[config.mk]
export PLATFORM = sky130hd
export DESIGN_NAME = div_5_serializer
export DESIGN_NICKNAME = d
export VERILOG_FILES = /design/src/rtl/div_5_pkg.sv /design/src/rtl/div_5_serializer_accumulator.sv /design/src/rtl/div_5_serializer.sv
export SDC_FILE = /design/constraint.sdc
export NUM_CORES = 1
export LEC_CHECK = 0
export BUFFER_PORTS_ARGS = -buffer_cell sky130_fd_sc_hd__buf_2
export CAP_MARGIN = 10
export CELL_PAD_IN_SITES_DETAIL_PLACEMENT = 0
export CELL_PAD_IN_SITES_GLOBAL_PLACEMENT = 1
export CORE_ASPECT_RATIO = 1.2
export CORE_MARGIN = 2
export CORE_UTILIZATION = 40
export CTS_CLUSTER_SIZE = 20
export DETAILED_ROUTE_END_ITERATION = 16
export PLACE_DENSITY = 0.87
export SLEW_MARGIN = 30
export SYNTH_ARGS = -nofsm -noshare
export SYNTH_HDL_FRONTEND = slang
export SYNTH_SLANG_ARGS = --single-unit
[constraint.sdc]
create_clock -name clk -period 2.2 [get_ports clk]
set_input_delay 0.22 -clock clk [delete_from_list [all_inputs] [get_ports clk]]
set_output_delay 0.22 -clock clk [all_outputs]
set_load 0.005 [all_outputs]
[src/rtl/div_5_pkg.sv]
// Shared types and the mod-5 step used by the serializer, the detector and benches.
package div_5_pkg;

  localparam int unsigned MOD_DIV = 5;

  typedef logic [2:0] residue_t;

  typedef enum logic {
    IDLE,
    SHIFT
  } state_t;

  // {r, b} is 2*r + b; a single conditional subtract keeps it in 0..4 since the max is 9.
  function automatic residue_t mod5_step(residue_t r, logic b);
    logic [3:0] t;
    t = {r, b};
    if (t >= 4'(MOD_DIV)) t = t - 4'(MOD_DIV);
    return t[2:0];
  endfunction

endpackage

[src/rtl/div_5_serializer_accumulator.sv]
// Running mod-5 residue of the emitted bit stream plus the expected-divisible flag.
module mod_5_accumulator
  import div_5_pkg::*;
(
  input  logic     clk,
  input  logic     rst_n,
  input  logic     step_en,
  input  logic     clear_en,
  input  logic     data_bit,
  output residue_t residue,
  output logic     div_5_exp
);

  logic     one_seen;
  residue_t residue_nxt;
  logic     one_nxt;

  always_comb begin
    residue_nxt = mod5_step(clear_en ? residue_t'('0) : residue, data_bit);
    one_nxt     = (one_seen & ~clear_en) | data_bit;
  end

  always_ff @(posedge clk or negedge rst_n) begin
    if (!rst_n) begin
      residue   <= '0;
      one_seen  <= 1'b0;
      div_5_exp <= 1'b0;
    end else if (step_en) begin
      residue   <= residue_nxt;
      one_seen  <= one_nxt;
      div_5_exp <= (residue_nxt == '0) & one_nxt;
    end
  end

endmodule

[src/rtl/div_5_serializer.sv]
// MSB-first word serializer with a golden mod-5 reference for the divisible-by-5 detector.
module div_5_serializer
  import div_5_pkg::*;
#(
  parameter int unsigned W = 8
) (
  input  logic         clk,
  input  logic         rst_n,
  input  logic         word_valid,
  output logic         word_ready,
  input  logic [W-1:0] word_data,
  input  logic         word_clear,
  output logic         out_bit,
  output logic         out_valid,
  output logic         out_last,
  output logic [2:0]   residue,
  output logic         div_5_exp
);

  localparam int unsigned CW = $clog2(W);

  state_t        state, state_nxt;
  logic [W-1:0]  shreg;
  logic [CW-1:0] bit_cnt;
  logic          clr_pend;
  logic          accept;

  always_ff @(posedge clk or negedge rst_n) begin
    if (!rst_n) state <= IDLE;
    else        state <= state_nxt;
  end

  always_comb begin
    state_nxt  = state;
    word_ready = 1'b0;
    out_valid  = 1'b0;
    out_bit    = 1'b0;
    out_last   = 1'b0;
    case (state)
      IDLE: begin
        word_ready = 1'b1;
        if (word_valid) state_nxt = SHIFT;
      end
      SHIFT: begin
        out_valid = 1'b1;
        out_bit   = shreg[W-1];
        if (bit_cnt == CW'(W - 1)) begin
          // Ready during the LSB cycle lets the next word follow with no bubble.
          out_last   = 1'b1;
          word_ready = 1'b1;
          state_nxt  = word_valid ? SHIFT : IDLE;
        end
      end
      default: state_nxt = IDLE;
    endcase
  end

  assign accept = word_valid & word_ready;

  always_ff @(posedge clk or negedge rst_n) begin
    if (!rst_n) begin
      shreg    <= '0;
      bit_cnt  <= '0;
      clr_pend <= 1'b0;
    end else if (accept) begin
      shreg    <= word_data;
      bit_cnt  <= '0;
      clr_pend <= word_clear;
    end else if (out_valid) begin
      shreg    <= {shreg[W-2:0], 1'b0};
      bit_cnt  <= bit_cnt + 1'b1;
      clr_pend <= 1'b0;
    end
  end

  mod_5_accumulator u_acc (
    .clk       (clk),
    .rst_n     (rst_n),
    .step_en   (out_valid),
    .clear_en  (out_valid & clr_pend),
    .data_bit  (out_bit),
    .residue   (residue),
    .div_5_exp (div_5_exp)
  );

endmodule

; ---- Word level (Yosys, flattened, before mapping)
; Index checks and enable logic that the tools add are counted.
; W data, S select, Z words.
[totals]
reg_bits = 18
inputBits = 12
output_inout_bits = 8
[op_classes]
addsub = 2
n_lt_le_gt_ge = 1
n_eq_ne = 1
mux = 16
n_bitwise = 7
n_reduce_logical = 2
[op_table]
columns = cell, count
row1 = $mux W8, 2
row2 = $mux W3, 4
row3 = $mux W1, 8
row4 = $and A1 B1 Y1, 4
row5 = $ge A4 B3 Y1 const B, 1
row6 = $pmux W1 S2, 2
row7 = $add A3 B1 Y3 const B, 1
row8 = $eq A3 B3 Y1 const B, 1
row9 = $logic_not A3 Y1, 1
row10 = $sub A3 B3 Y3 const B, 1
row11 = $not A1 Y1, 2
row12 = $reduce_bool A2 Y1, 1
row13 = $or A1 B1 Y1, 1

; ---- Depth between registers and ports, before layout
[logic_depth]
depth_word = 7
depth_mapped = 9
ltp_nobuf = 7

; ---- Cells and area by module
; From an unflattened synthesis, not the netlist that was laid out.
[hier_totals]
cells_unflattened = 100
hier_area_um2 = 1049.8
[by_module_without_submodules]
columns = mod, instances, cells_per_inst, area_per_inst_um2, seq_area_each_um2
row1 = div_5_serializer, 1, 67, 724.4, 325.3
row2 = mod_5_accumulator, 1, 33, 325.3, 125.1

; ---- Worst setup path after synthesis
; OpenSTA, ideal clock, no wires.
[synth_path]
kind = register to register
startpoint = register state
endpoint = register u_acc.residue[1]
setup_ps = 125
arrival_time_ps = 1734
required_time_ps = 2075
setup_slack_ps = 341
path_stages_with_launch = 10
cell_sequence = dfrtp_1 -> clkbuf_1 -> buf_2 -> nand2_1 -> nand2_1 -> ha_1 -> nand2b_2 -> a21oi_4 -> mux2i_1 -> mux2_2
[synth_between]
elab_chain_len = 5
[synth_lines]
columns = item, line_no
row1 = from (decl), div_5_serializer.sv:22  ; state_t state, state_nxt;
row2 = from (signal assigned), div_5_serializer.sv:30  ; else state <= state_nxt;
row3 = $mux W1, div_5_serializer.sv:39  ; case (state)
row4 = $and A1 B1 Y1, div_5_serializer.sv:80  ; .clear_en (out_valid & clr_pend),
row5 = $mux W3, div_5_serializer_accumulator.sv:19  ; residue_nxt = mod5_step(clear_en ? residue_t'('0) : residue, data_bit);
row6 = $ge A4 B3 Y1 / $sub A3 B3 Y3 (equally long branches), div_5_pkg.sv:17  ; if (t >= 4'(MOD_DIV)) t = t - 4'(MOD_DIV);
row7 = $mux W3, div_5_pkg.sv:17
row8 = to (signal assigned), div_5_serializer_accumulator.sv:29  ; residue <= residue_nxt;
row9 = to (decl), div_5_serializer_accumulator.sv:10  ; output residue_t residue,
; Several ways; a longest one is shown, not always the timed one.
; A chain may end at the register's enable or synchronous reset.

; ---- Worst setup path in the final report
[layout_path]
startpoint = register bit_cnt[0]
endpoint = output port word_ready
[layout_between]
elab_chain_len = 3
[layout_lines]
columns = item, line_no
row1 = from (decl), div_5_serializer.sv:24  ; logic [CW-1:0] bit_cnt;
row2 = from (signal assigned), div_5_serializer.sv:71  ; bit_cnt <= bit_cnt + 1'b1;
row3 = $eq A3 B3 Y1, div_5_serializer.sv:47  ; if (bit_cnt == CW'(W - 1)) begin
row4 = $mux W1, div_5_serializer.sv:47
row5 = $pmux W1 S2, div_5_serializer.sv:39
row6 = to (decl), div_5_serializer.sv:10  ; output logic word_ready,
; No other way between the ends.

==> flow_summary.ini <==
[yosys]
ys_seq_elements = 18
synth.net_count = 123
yosys-top-cells-area = dfrtp_1 (45%), a31oi_1 (5.1%), ha_1 (5.1%), o22ai_1 (4.4%), a21oi_1 (4.0%)
ys_warn_count = 0
yosysMostFrequentCell = dfrtp_1
avgSynthCellArea_um2 = 9.26
ys_seq_area_share_pct = 45.5
async_reset_ff_share_pct = 100
synthTopCellsByCount = dfrtp_1 (18), inv_1 (10), nor2_1 (9)
synthesis.instances = 107
synth.top_cell.area_share_pct = 45.5
syn_area_um2 = 991
synth_cell_types = 26
synth_top_cell_by_area = dfrtp_1
synth-edff-count = 0
ys.flop_type = dfrtp_1

[setup_path]
rrSetupSlack_ns = 0.41
cp-end-kind = output pin
path_class = reg2out
crit_chain = ha_1, ha_1, buf_4, nand2b_1, buf_2
cp-startpoint = bit_cnt[0]
slowest_stage = dfrtp_1
cp_common_cell = ha_1
critPathArrivalTime_ns = 1.58
max_stage_delay_ns = 0.41
r2r-start = state
cp.required_ns = 1.98
cp-endpoint = word_ready
regToRegEndpoint = u_acc.residue[1]
reg2reg_depth = 7
start_kind = flop
worst-path-max-fanout = 12

[cells_and_area]
fin_nets = 144
drive_gt1_share_pct = 23.6
fin_util_pct = 49.9
antenna_cells = 0
area_growth_pct = 17.4
stdcell_area_um2 = 1160

[cts]
clkTransAtPathRegs_ns = 0.11
clk_latency_ns = 0.29
post-cts-setup-buffer-count = 0
cts_inserted_buffers = 3
htreeDepth = 1
cts_sinks = 18
cts_tree = yes
clock_path_buffers = 2
cts_resized = 0
cts_root_buffer = clkbuf_4

[placement]
dpl-instance-area_um2 = 1120
dpl.hpwl_um = 1380
gp_congestion = 0.756
dp_slack_ns = 0.417
port_buffers = 19

[power]
p_leak_nw = 0.572
power_density_nw_per_um2 = 1330
vdd_drop_max_mv = 0.551

[die]
initial_utilization_pct = 42.5
dieArea_um2 = 2890
fp-row-count = 19
die_y_um = 58.5
io_pins = 20
core_um2 = 2330
fp.dieW_um = 49.4

[timing]
max_slew.worst_pin.slew_ns = 0.417
setup_viol = 0
period_share_pct = 81.9
max_freq_ghz = 0.555
setup_slack_ns = 0.397
post-route-min-period_ns = 1.80
hold_viol = 0
fin_setup_tns_ns = 0
slew_headroom_pct = 72.2
drv_slew = 0
finClkSkew_ns = 0.00498
rsz0062_at_grt = no

[detailed_routing]
route.detailed.drc = 0
routed_wl_um = 1900
met3_length_um = 90
maxUsedRoutingLayer = met4
route.met2.wl_um = 906
ant_nets = 0
vias_per_cell = 5.28
drt_pass1_iterations = 4
routedWlPerCell_um = 12.0
vias = 834
initialDrtViolationCount = 8
met1_length_um = 880

[global_routing]
grt_pass1_vias = 794
grt_antenna_before_repair = 0
grt_max_degree = 19
grt_first_pass_wirelength_um = 3440
grt_usage_pct = 15.4
grt-ovfl-total = 0

[worst_hold_path]
hp-class = in2reg
whs_path_depth = 3

[status]
status = finished, final reports clean

[run]
maxCapViolations = 0
-- per-stage QoR --
stage / hold WS [ns] / total power [mW] / std cells
6_report: 0.169 / 1.54 / 158
5_1_grt: 0.161 / 1.69 / 158
4_1_cts: 0.161 / 1.57 / 158
3_5_place_dp: 0.178 / 1.35 / 153
3_3_place_gp: 0.178 / 1.33 / 153
2_1_floorplan: -0.0756 / 1.16 / 107
-- critical path: cells and delay by family (launching register included) --
family	cells	cell delay [ns]
buffers and inverters	2	0.32
and+or+nand+nor	1	0.17
adders and majority gates	2	0.40
DFF	1	0.41
-- per-layer routing --
layer / vias to the layer above / GRT usage [%]
met4: 0 / 7.14
met2: 20 / 25.3
li1: 421 / -
met5: - / 0
met3: 4 / 3.81
met1: 389 / 19.1
-- final cells by class --
class	instances	area (µm²)
fillers	259	1170
well taps	31	38.8
clock buffers	4	36.3
inverters	10	37.5
flip-flops and latches	18	450
repair buffers	23	128
multi-input cells	72	473
-- cell families after synthesis --
family / count (synthesis) / share of synthesized area [%]
AO/OA/AOI/OAI: 33 / 22.5
adder cells (fa/ha/maj): 4 / 5.05
buffers and inverters: 17 / 6.82
flip-flops: 18 / 45.5
multiplexers: 5 / 5.18
AND/OR/NAND/NOR: 30 / 15.0
-- cells in the final DEF, fill, tap and decap left out, types with 3 or more instances in the layout --
cell type,Yosys,layout
a21oi_1,8,8
a31oi_1,8,8
buf_2,3,19
buf_4,0,3
clkbuf_4,0,3
dfrtp_1,18,18
ha_1,4,4
inv_1,10,10
mux2i_1,4,4
nand2_1,7,7
nand2b_1,4,4
nand3_1,3,3
nor2_1,9,9
o21ai_0,4,4
o22ai_1,7,7
-- how the worst min path moves through the flow --
| stage | endpoint | start | slack (ns) |
|---|---|---|---|
| 3_3_place_gp | shreg[0] | rst_n | 0.18 |
| 2_1_floorplan | bit_cnt[0] | rst_n | -0.08 |
| 4_1_cts | clr_pend | word_clear | 0.16 |
| 6_report | clr_pend | word_clear | 0.17 |
| 3_5_place_dp | shreg[0] | rst_n | 0.18 |
| 5_1_grt | clr_pend | word_clear | 0.16 |
-- sequential cells by signal, indices dropped and copies added (netlist names) --
name,flops
u_acc.one_seen,1
clr_pend,1
shreg,8
u_acc.residue,3
state,1
u_acc.div_5_exp,1
bit_cnt,3
-- what timing repair did --
| item | 4_1_cts | 5_1_grt |
|---|---|---|
| hold buffers | 1 | 0 |
| hold endpoints to repair | 18 | 0 |
| setup endpoints to repair | 0 | 0 |
-- report_power, final --
group          switching [mW]  internal, mW  total (mW)
registers               0.118         0.476       0.594
logic                   0.355         0.387       0.742
clock network           0.105         0.101       0.206
No activity file was read; power rests on OpenSTA's default activity.
